===== src/rtl/apb_pkg.sv =====
// Shared definitions for the two-port APB master: FSM state encodings,
// byte width used to derive strobe width, and a one-hot helper.
package apb_pkg;

  typedef logic [1:0] state_t;

  localparam state_t ST_IDLE   = 2'b00;
  localparam state_t ST_SETUP  = 2'b01;
  localparam state_t ST_ACCESS = 2'b10;

  localparam int BYTE_W = 8;

  // Expand a requester index into its one-hot grant/done vector.
  function automatic logic [1:0] onehot2(input logic id);
    return id ? 2'b10 : 2'b01;
  endfunction

endpackage


===== src/rtl/rr_arbiter_2.sv =====
// Two-way round-robin arbiter: combinational pick between two requesters,
// with a registered "served last" pointer that moves only when a transfer
// completes, so a pending grant never rotates priority by itself.
module rr_arbiter_2
  import apb_pkg::*;
(
  input  logic       clk_i,
  input  logic       rst_i,
  input  logic [1:0] req_i,
  input  logic       upd_i,
  input  logic       upd_id_i,
  output logic       pick_vld_o,
  output logic       pick_id_o
);

  // last_q = index of the requester served most recently; reset value 1
  // makes requester 0 the favoured one after reset.
  logic last_q;
  logic last_d;

  // Pick the requester not served last on a tie, otherwise the lone requester.
  always_comb begin
    pick_vld_o = |req_i;
    if (req_i == 2'b11) begin
      pick_id_o = ~last_q;
    end else begin
      pick_id_o = req_i[1];
    end
    last_d = upd_i ? upd_id_i : last_q;
  end

  // Pointer register, advanced on completion only.
  always_ff @(posedge clk_i or posedge rst_i) begin
    if (rst_i) begin
      last_q <= 1'b1;
    end else begin
      last_q <= last_d;
    end
  end

endmodule


===== src/rtl/apb_master_arbiter.sv =====
// Two-requester APB master. Arbitrates round-robin, runs SETUP/ACCESS toward
// a single APB slave, and returns read data / error to the winner. A watchdog
// force-completes an ACCESS phase the slave never acknowledges.
module apb_master_arbiter
  import apb_pkg::*;
#(
  parameter int BUS_WIDTH  = 16,
  parameter int ADDR_WIDTH = 16,
  parameter int MAX_DIM    = BUS_WIDTH / BYTE_W,
  parameter int TIMEOUT    = 16
) (
  input  logic                  clk_i,
  input  logic                  rst_i,
  input  logic [1:0]            req_i,
  input  logic [1:0]            wr_i,
  input  logic [ADDR_WIDTH-1:0] addr0_i,
  input  logic [ADDR_WIDTH-1:0] addr1_i,
  input  logic [BUS_WIDTH-1:0]  wdata0_i,
  input  logic [BUS_WIDTH-1:0]  wdata1_i,
  input  logic [MAX_DIM-1:0]    strb0_i,
  input  logic [MAX_DIM-1:0]    strb1_i,
  output logic [1:0]            gnt_o,
  output logic [1:0]            done_o,
  output logic [BUS_WIDTH-1:0]  rdata_o,
  output logic                  err_o,
  output logic                  psel_o,
  output logic                  penable_o,
  output logic                  pwrite_o,
  output logic [ADDR_WIDTH-1:0] paddr_o,
  output logic [BUS_WIDTH-1:0]  pwdata_o,
  output logic [MAX_DIM-1:0]    pstrb_o,
  input  logic [BUS_WIDTH-1:0]  prdata_i,
  input  logic                  pready_i,
  input  logic                  pslverr_i
);

  localparam int CNT_W = $clog2(TIMEOUT);
  localparam logic [CNT_W-1:0] CNT_LAST = CNT_W'(TIMEOUT - 1);

  state_t                  state_q,   state_d;
  logic                    owner_q,   owner_d;
  logic [CNT_W-1:0]        cnt_q,     cnt_d;
  logic                    psel_q,    psel_d;
  logic                    penable_q, penable_d;
  logic                    pwrite_q,  pwrite_d;
  logic [ADDR_WIDTH-1:0]   paddr_q,   paddr_d;
  logic [BUS_WIDTH-1:0]    pwdata_q,  pwdata_d;
  logic [MAX_DIM-1:0]      pstrb_q,   pstrb_d;
  logic [1:0]              gnt_q,     gnt_d;
  logic [1:0]              done_q,    done_d;
  logic [BUS_WIDTH-1:0]    rdata_q,   rdata_d;
  logic                    err_q,     err_d;

  logic                    pick_vld;
  logic                    pick_id;
  logic                    xfer_end;

  rr_arbiter_2 u_arb (
    .clk_i      (clk_i),
    .rst_i      (rst_i),
    .req_i      (req_i),
    .upd_i      (xfer_end),
    .upd_id_i   (owner_q),
    .pick_vld_o (pick_vld),
    .pick_id_o  (pick_id)
  );

  // Next-state logic: grant/latch in IDLE, SETUP->ACCESS, complete on
  // pready or watchdog expiry. APB controls are registered from here.
  always_comb begin
    state_d   = state_q;
    owner_d   = owner_q;
    cnt_d     = cnt_q;
    psel_d    = psel_q;
    penable_d = penable_q;
    pwrite_d  = pwrite_q;
    paddr_d   = paddr_q;
    pwdata_d  = pwdata_q;
    pstrb_d   = pstrb_q;
    rdata_d   = rdata_q;
    err_d     = err_q;
    gnt_d     = 2'b00;
    done_d    = 2'b00;
    xfer_end  = 1'b0;

    case (state_q)
      ST_IDLE: begin
        if (pick_vld) begin
          owner_d   = pick_id;
          pwrite_d  = wr_i[pick_id];
          if (pick_id) begin
            paddr_d  = addr1_i;
            pwdata_d = wdata1_i;
            pstrb_d  = wr_i[1] ? strb1_i : '0;
          end else begin
            paddr_d  = addr0_i;
            pwdata_d = wdata0_i;
            pstrb_d  = wr_i[0] ? strb0_i : '0;
          end
          gnt_d     = onehot2(pick_id);
          psel_d    = 1'b1;
          penable_d = 1'b0;
          state_d   = ST_SETUP;
        end
      end

      ST_SETUP: begin
        penable_d = 1'b1;
        cnt_d     = '0;
        state_d   = ST_ACCESS;
      end

      ST_ACCESS: begin
        if (pready_i) begin
          rdata_d   = pwrite_q ? '0 : prdata_i;
          err_d     = pslverr_i;
          done_d    = onehot2(owner_q);
          psel_d    = 1'b0;
          penable_d = 1'b0;
          xfer_end  = 1'b1;
          state_d   = ST_IDLE;
        end else if (cnt_q == CNT_LAST) begin
          // Slave never answered: terminate with an error, no data.
          rdata_d   = '0;
          err_d     = 1'b1;
          done_d    = onehot2(owner_q);
          psel_d    = 1'b0;
          penable_d = 1'b0;
          xfer_end  = 1'b1;
          state_d   = ST_IDLE;
        end else begin
          cnt_d = cnt_q + CNT_W'(1);
        end
      end

      default: begin
        psel_d    = 1'b0;
        penable_d = 1'b0;
        state_d   = ST_IDLE;
      end
    endcase
  end

  // State and output registers; reset clears everything, aborting any transfer.
  always_ff @(posedge clk_i or posedge rst_i) begin
    if (rst_i) begin
      state_q   <= ST_IDLE;
      owner_q   <= 1'b0;
      cnt_q     <= '0;
      psel_q    <= 1'b0;
      penable_q <= 1'b0;
      pwrite_q  <= 1'b0;
      paddr_q   <= '0;
      pwdata_q  <= '0;
      pstrb_q   <= '0;
      gnt_q     <= 2'b00;
      done_q    <= 2'b00;
      rdata_q   <= '0;
      err_q     <= 1'b0;
    end else begin
      state_q   <= state_d;
      owner_q   <= owner_d;
      cnt_q     <= cnt_d;
      psel_q    <= psel_d;
      penable_q <= penable_d;
      pwrite_q  <= pwrite_d;
      paddr_q   <= paddr_d;
      pwdata_q  <= pwdata_d;
      pstrb_q   <= pstrb_d;
      gnt_q     <= gnt_d;
      done_q    <= done_d;
      rdata_q   <= rdata_d;
      err_q     <= err_d;
    end
  end

  assign gnt_o     = gnt_q;
  assign done_o    = done_q;
  assign rdata_o   = rdata_q;
  assign err_o     = err_q;
  assign psel_o    = psel_q;
  assign penable_o = penable_q;
  assign pwrite_o  = pwrite_q;
  assign paddr_o   = paddr_q;
  assign pwdata_o  = pwdata_q;
  assign pstrb_o   = pstrb_q;

endmodule


===== config.mk =====
export PLATFORM = sky130hd
export DESIGN_NAME = apb_master_arbiter
export DESIGN_NICKNAME = d
export VERILOG_FILES = /design/src/rtl/apb_pkg.sv /design/src/rtl/rr_arbiter_2.sv /design/src/rtl/apb_master_arbiter.sv
export SDC_FILE = /design/constraint.sdc
export NUM_CORES = 1
export LEC_CHECK = 0
export CAP_MARGIN = 10
export CORE_ASPECT_RATIO = 1.25
export CORE_UTILIZATION = 40
export CTS_CLUSTER_DIAMETER = 60
export DETAILED_ROUTE_END_ITERATION = 7
export MAX_ROUTING_LAYER = met4
export PLACE_DENSITY = 0.8
export REMOVE_ABC_BUFFERS = 1
export SETUP_SLACK_MARGIN = 0.1
export SYNTH_ARGS = -nofsm -noshare
export SYNTH_HDL_FRONTEND = slang
export SYNTH_SLANG_ARGS = --single-unit

===== constraint.sdc =====
create_clock -name clk_i -period 2.6 [get_ports clk_i]
set_input_delay 0.39 -clock clk_i [delete_from_list [all_inputs] [get_ports clk_i]]
set_output_delay 0.39 -clock clk_i [all_outputs]
set_load 0.005 [all_outputs]

# Word-level counts from Yosys, hierarchy flattened
# Index checks and enable logic that the tools add are counted.
# word_totals
inputBits,92
reg_bits,66
word_cells,71
output_inout_bits,58
# classes
n_bitwise,2
muxes,36
addsub,1
n_eq_ne,8
order_cmp,1
reduce_logical,9
# ops
op,n
2-to-1 mux 16 bit,5
2-to-1 mux 2 bit,13
2-to-1 mux 1 bit,12
2-to-1 mux 4 bit,2
case mux 4 bit (2 select lines),1
inequality test 2 bit (second input constant),3
case mux 1 bit (3 select lines),2
case mux 2 bit (3 select lines),1
AND reduction 2 bit,3
AND reduction 3 bit,2
adder 4 x 1 -> 4 bit (second input constant),1
equality test 2 bit (second input constant),2
equality test 4 bit (second input constant),1
nonzero test 2 bit,2
inequality test 3 bit (second input constant),1
equality test 2 x 1 -> 1 bit (second input constant),1
zero test 2 bit,1
< comparator 1 x 2 -> 1 bit (second input constant),1
NOT 1 bit,2
OR reduction 2 bit,1

# Longest topological paths before layout
# Gate-level depths: netlist (run 1).
# depth
depth_word,5
depth_mapped,5
ltp_nobuf,4

# By module
# Synthesis (run 1) repeated with hierarchy kept, for this count alone.
# hier_totals
cells_unflattened,249
area_unflattened_um2,2974.1
# modules_own_cells
module,cells_per_inst,seq_area_each_um2,n_inst,area_per_inst_um2
apb_master_arbiter,244,1601.5,1,2915.3
rr_arbiter_2,5,26.3,1,58.8

# Worst setup path after synthesis (run 1)
# Ideal clock, no wire load.
# synth_timing
path_type,input -> register
start,input port req_i[1]
end,register paddr_q[10] (netlist: paddr_o[10])
path_buffers,2
setup_ns,0.125
t_arrival_ns,1.425
setup_slack_ns,1.050
t_required_ns,2.475
cell_stages,5
path_cell_list,a21boi_1 > buf_6 > buf_6 > mux2_4 > mux2_2
# synth_via
elab_chain_cells,3
elab_cells_between_ends,5
classes_between,eq/ne (1); mux (2); reduce/logical (2)
# synth_lines
item,line_no,text
from (decl),apb_master_arbiter.sv:14,"input logic [1:0] req_i,"
equality test 2 bit,rr_arbiter_2.sv:24,if (req_i == 2'b11) begin
2-to-1 mux 1 bit,rr_arbiter_2.sv:24,
2-to-1 mux 16 bit,apb_master_arbiter.sv:91,if (pick_id) begin
to (signal assigned),apb_master_arbiter.sv:167,paddr_q <= paddr_d;
to (decl),apb_master_arbiter.sv:46,"logic [ADDR_WIDTH-1:0] paddr_q, paddr_d;"
# Several ways; a longest one is shown, not always the timed one.
# A chain may end at the register's enable or synchronous reset.

# Worst setup path after layout (run 1)
# layout_timing
start,input port req_i[1]
end,register paddr_q[0] (netlist: paddr_o[0])
# Same word-level chain as after synthesis.

==> results of run 1 <==
-- flip-flops by register name, indices dropped and copies added, names as in the netlist, 2 cells and up --
register / cells
rdata_o: 16
paddr_o: 16
done_o: 2
pwdata_o: 16
pstrb_o: 2
cnt_q: 4
gnt_o: 2
-- through the flow --
| stage | utilization [%] | TNS [ns] | hold slack, ns | power [mW] |
|---|---|---|---|---|
| after floorplan | - | -38.90 | 0.445 | 2.61 |
| after global placement | 65.0 | 0 | 0.468 | 3.74 |
| after detailed placement | 65.0 | 0 | 0.484 | 3.82 |
| after CTS | 67.3 | 0 | 0.475 | 4.57 |
| after global routing | 67.3 | 0 | 0.509 | 4.77 |
| final | 67.3 | 0 | 0.466 | 4.50 |
-- logic make-up after synthesis --
| logic type | Yosys count | synth area share (%) |
|---|---|---|
| xor gates and xnor gates | 1 | 0.292 |
| muxes | 73 | 30.5 |
| AOI/OAI and AO/OA | 26 | 7.09 |
| DFF | 65 | 54.3 |
| buffers and inverters | 17 | 3.34 |
| and+or+nand+nor | 25 | 4.13 |
| adders and majority gates | 1 | 0.417 |
-- routing by layer --
metal	vias to the layer above	part of all wire, %
met5	-	0
met4	0	2.5
met3	17	6.5
met2	104	50
met1	1100	41
li1	1060	-
-- how the worst max path moves through the flow --
stage              from           end  slack (ns)  cells past startpoint
6_report       req_i[1]    paddr_o[0]        0.72                      5
5_1_grt        req_i[1]  pwdata_o[13]        0.70                      5
4_1_cts        req_i[1]  pwdata_o[12]        0.74                      5
3_5_place_dp   req_i[1]  pwdata_o[12]        0.39                      5
3_3_place_gp   req_i[1]  pwdata_o[13]        0.45                      5
2_1_floorplan  req_i[1]    paddr_o[0]       -1.15                      3
-- area by class of cell --
cell class | count | area [um2] | area share (%)
Clock buffer | 10 | 128 | 2.67
Clock inverter | 6 | 35.0 | 0.733
Inverter | 6 | 22.5 | 0.471
Multi-Input combinational cell | 126 | 1280 | 26.9
Sequential cell | 65 | 1630 | 34.1
Tap cell | 90 | 113 | 2.36
Timing Repair Buffer | 156 | 1570 | 32.8
-- placed cells by master (no fill, tap or decap), types with 2 or more instances in the layout --
cell type / n
clkdlybuf4s50_1: 149
dfrtp_1: 64
mux2_2: 43
mux2_4: 26
a22o_1: 16
nand2_1: 9
clkbuf_8: 9
nor2_1: 6
buf_4: 5
inv_1: 4
mux2i_1: 4
clkinv_2: 4
inv_2: 2
nand2b_1: 2
clkinvlp_4: 2
buf_12: 2
-- critical path: stages --
cell	delay [ns]
clkdlybuf4s50_1	0.55
a21boi_4	0.22
buf_12	0.27
mux2_2	0.37
mux2_2	0.27
-- power groups by stage --
stage	Sequential [mW]	Clock (mW)	Combinational [mW]
6_report	1.72	0.717	2.06
5_1_grt	1.77	0.780	2.22
4_1_cts	1.72	0.743	2.10
3_5_place_dp	1.73	0	2.09
3_3_place_gp	1.70	0	2.04
2_1_floorplan	1.73	0	0.880
==> impl_metrics.yaml, run 1 <==
power_and_ir_drop:
  switching_share_pct: 29.0
  p_sw_mw: 1.30
  clkPwrFrac_pct: 16.0
  p_seq_share_pct: 38.2
  pwr-share-comb_pct: 45.9
  p_per_area_nw_per_um2: 941
  ir_drop_v: 0.000443
  internal_power_mw: 3.19
  p_leak_nw: 2.08
global_routing:
  grt_pass1_vias: 2501
  grt_overflow_total: 0
  antenna_found_initial: 0
  met1_usage_pct: 23.4
  grtUsageMet2_pct: 32.9
  busiest_layer: "met2"
  grt.met3_usage_pct: 4.54
  grt_max_degree: 38
  grt.total_usage_pct: 20.2
  grt_pass1_wl_mm: 11.8
yosys:
  yosysMostFrequentCell: "dfrtp_1"
  ys.flop_type: "dfrtp_1"
  synth_area_um2: 3000
  yosysWarningCount: 0
  synth_area_leaders: "dfrtp_1 53%, mux2_2 16%, mux2_4 13%, a22o_1 4.7%, buf_6 1.5%"
  synth_seq_cells: 65
  synth_top_area_cell: "dfrtp_1"
  synth_top_area_share_pct: 53.4
  synth_edf_count: 0
  synth_commonest_cells: "64 x dfrtp_1, 43 x mux2_2, 26 x mux2_4"
  ys_async_sr_fraction_pct: 100
  avgSynthCellArea_um2: 14.4
  yosysSeqAreaShare_pct: 54.3
  syn_inst: 208
  ys_types: 34
placement:
  numPortBuffers: 149
  dp.cells: 443
  dp_slack_ns: 0.392
  hpwlAfterDp_mm: 5.30
  dpl_cell_area_um2: 4620
  place_congestion: 0.710
setup_path:
  critPathKind: "primary input to flop"
  start_kind: "primary input"
  r2r-start: "cnt_q[0]"
  arrival_ns: 2.10
  end_kind: "flop"
  r2r_setup_slack_ns: 0.92
  cp_max_fo: 37
  r2r_end: "u_arb.last_q"
  critPathRequiredTime_ns: 2.82
  reg2reg_depth: 5
sta:
  hold_violations: 0
  max_freq_ghz: 0.531
  fin_skew_ns: 0.00610
  worst_slew_pin_slew_ns: 0.634
  setup_viol: 0
  slew_headroom_pct: 57.7
  fin_crit_sh_pct: 72.4
  period_minus_slack_ns: 1.88
  setup_ws_ns: 0.717
  grt_setup_unrepaired: "no"
  report.final.slew_viol_count: 0
cts:
  insertion_delay_ns: 0.33
  cts_inserted_buffers: 9
  cts_buffer_depth: 2
  cts_tree: "yes"
  clock-root-buffer: "clkbuf_8"
  clkTransAtPathRegs_ns: 0.07
  hold_buffers: 0
  htree_levels: 3
  post_cts_buffers: 0
  cts_sinks: 65
  cts_resized: 0
routing:
  viasPerCell: 4.97
  first_pass_iters: 4
  drcViolationCount: 0
  ant_nets: 0
  vias: 2281
  drt_iter0_markers: 56
  post_drt_wl_per_cell_um: 15.7
  routed_wl_mm: 7.19
final_layout:
  instances_no_fill: 459
  fillers: 539
  drive_gt1_share_pct: 26.3
  syn_to_final_growth_pct: 59.3
  nets: 457
  final_area_um2: 4780
  diodes: 0
floorplan:
  start_util_pct: 42.2
  rows: 34
  core_area_um2: 7100
  design.portCount: 150
  dieArea_um2: 7850
  fp.dieH_um: 98.8
  die_x_um: 79.5
run:
  max_cap_violations: 0
hold_path:
  hp-class: "primary input to asynchronous set/reset pin"
outcome:
  status: "complete, no violations"
Note: power is estimated with default switching activity, not from simulation.
==> inputs of run 2 (changes only) <==
Clock period 2.6 ns to 1.9 ns, I/O delays scaled along.
==> run 2 against run 1 <==
  * Non-clock buffer count grew 2
  * Die area did not move
  * Critical path depth unchanged
  * Worst hold slack worse by 0.12 ns
  * Clock skew is 0.0027 ns higher
  * Largest power group unchanged
  * Total power grew 41%
  * Global-route usage shrank 0.90 points
==> impl_metrics.yaml, run 2 (same netlist as run 1, synthesis figures left out) <==
outcome:
  status: "complete, no violations"
routing:
  drcViolationCount: 0
  ant_nets: 0
  viasPerCell: 4.92
  vias: 2263
  drt_iter0_markers: 32
  first_pass_iters: 4
  routed_wl_mm: 6.78
  post_drt_wl_per_cell_um: 14.7
power_and_ir_drop:
  p_per_area_nw_per_um2: 1310
  ir_drop_v: 0.000659
  pwr-share-comb_pct: 45.3
  p_leak_nw: 2.12
  p_seq_share_pct: 36.8
  switching_share_pct: 27.1
  p_sw_mw: 1.72
  clkPwrFrac_pct: 17.9
  internal_power_mw: 4.63
placement:
  place_congestion: 0.744
  dp.cells: 445
  dpl_cell_area_um2: 4670
  dp_slack_ns: -0.0719
  numPortBuffers: 149
  hpwlAfterDp_mm: 5.08
global_routing:
  grt_overflow_total: 0
  grt.total_usage_pct: 19.3
  grt_pass1_wl_mm: 11.4
  grt_pass1_vias: 2487
  antenna_found_initial: 0
  grt_max_degree: 66
setup_path:
  cp_max_fo: 20
  arrival_ns: 1.92
  r2r_setup_slack_ns: 0.23
  slowest_stage: "dfrtp_1"
  critPathCapture: "u_arb.last_q"
  worstPathCellList: "ha_1 > and3_1 > o21bai_1 > buf_4 > mux2_2"
  reg2reg_depth: 5
  end_kind: "flop"
  critPathRequiredTime_ns: 2.15
  r2r_end: "u_arb.last_q"
  start_kind: "flop"
  critPathKind: "flop to flop"
  cp-startpoint: "cnt_q[0]"
  r2r-start: "cnt_q[0]"
  cpPeakStageDelay_ns: 0.41
sta:
  slew_headroom_pct: 77.6
  fin_crit_sh_pct: 87.9
  setup_ws_ns: 0.229
  hold_violations: 0
  whs_ns: 0.345
  report.final.slew_viol_count: 0
  worst_slew_pin_slew_ns: 0.337
  period_minus_slack_ns: 1.67
  grt_setup_unrepaired: "no"
  setup_viol: 0
  fin_skew_ns: 0.00875
  max_freq_ghz: 0.599
final_layout:
  multi_input_area_um2: 1280
  instances_no_fill: 460
  drive_gt1_share_pct: 26.5
  final_area_um2: 4860
  diodes: 0
  nets: 459
  layout_commonest_cell: "clkdlybuf4s50_1"
  fillers: 530
  syn_to_final_growth_pct: 62.1
  final_core_util_pct: 68.5
  regArea_um2: 1630
  final_cell_mix: "149 x clkdlybuf4s50_1, 64 x dfrtp_1, 43 x mux2_2, 26 x mux2_4, 16 x a22o_1"
cts:
  clock-root-buffer: "clkbuf_8"
  cts_inserted_buffers: 9
  htree_levels: 3
  cts_tree: "yes"
  hold_buffers: 0
  post_cts_buffers: 0
  clkTransAtPathRegs_ns: 0.07
  cts_resized: 0
  cts_sinks: 65
  insertion_delay_ns: 0.33
  cts_buffer_depth: 2
floorplan:
  fp.dieH_um: 98.8
  core_area_um2: 7100
  dieArea_um2: 7850
  design.portCount: 150
  die_x_um: 79.5
  rows: 34
  start_util_pct: 42.2
hold_path:
  hp-class: "primary input to asynchronous set/reset pin"
run:
  max_cap_violations: 0
[run 2: how the worst min path moves through the flow]
stage	from	to	slack (ns)
3_3_place_gp	owner_q	done_o[0]	0.48
2_1_floorplan	prdata_i[0]	rdata_o[0]	0.42
4_1_cts	rst_i	pwdata_o[14]	0.35
6_report	rst_i	pwdata_o[11]	0.34
5_1_grt	rst_i	cnt_q[0]	0.39
3_5_place_dp	rdata_o[15]	rdata_o[15]	0.49
[run 2: routing by layer]
metal | share of wire [%] | vias to the layer above | GRT usage (%)
li1 | - | 1061 | -
met1 | 40 | 1083 | 21.3
met2 | 49 | 103 | 30.8
met3 | 8.2 | 16 | 5.83
met4 | 2.6 | 0 | 10.6
met5 | 0 | - | -
[run 2: cell type report]
class                      instances  area share, %
tap                               90           2.32
inverter                           6          0.463
sequential                        65           33.5
clock inverter                     3          0.823
multi-input combinational        126           26.4
clock buffer                      12           3.19
timing repair buffer             158           33.3
[run 2: power by group through the flow]
| stage | Clock [mW] | Sequential [mW] | Combinational, mW |
|---|---|---|---|
| 6_report | 1.14 | 2.34 | 2.88 |
| 5_1_grt | 1.24 | 2.42 | 3.09 |
| 4_1_cts | 1.18 | 2.35 | 2.93 |
| 3_5_place_dp | 0 | 2.37 | 2.91 |
| 3_3_place_gp | 0 | 2.33 | 2.86 |
| 2_1_floorplan | 0 | 2.37 | 1.20 |
[run 2: worst max-delay path: cells and delay by family, from the launching register on]
kind | cells | cell delay (ns)
and+or+nand+nor | 1 | 0.20
adders and majority gates | 1 | 0.24
DFF | 1 | 0.41
AOI/OAI and AO/OA | 1 | 0.12
buffers and inverters | 1 | 0.26
muxes | 1 | 0.36
[run 2: stage by stage]
step                      power (mW)  TNS, ns
after floorplan                 3.57   -62.27
after global placement          5.19   -0.844
after detailed placement        5.28    -1.01
after CTS                       6.46        0
after global routing            6.76        0
final                           6.35        0
==> inputs of run 3 (changes only) <==
Settings changed: SLEW_MARGIN set to 10.
==> results of run 3 <==
No change in the layout: final DEF, timing and power equal those of run 2.
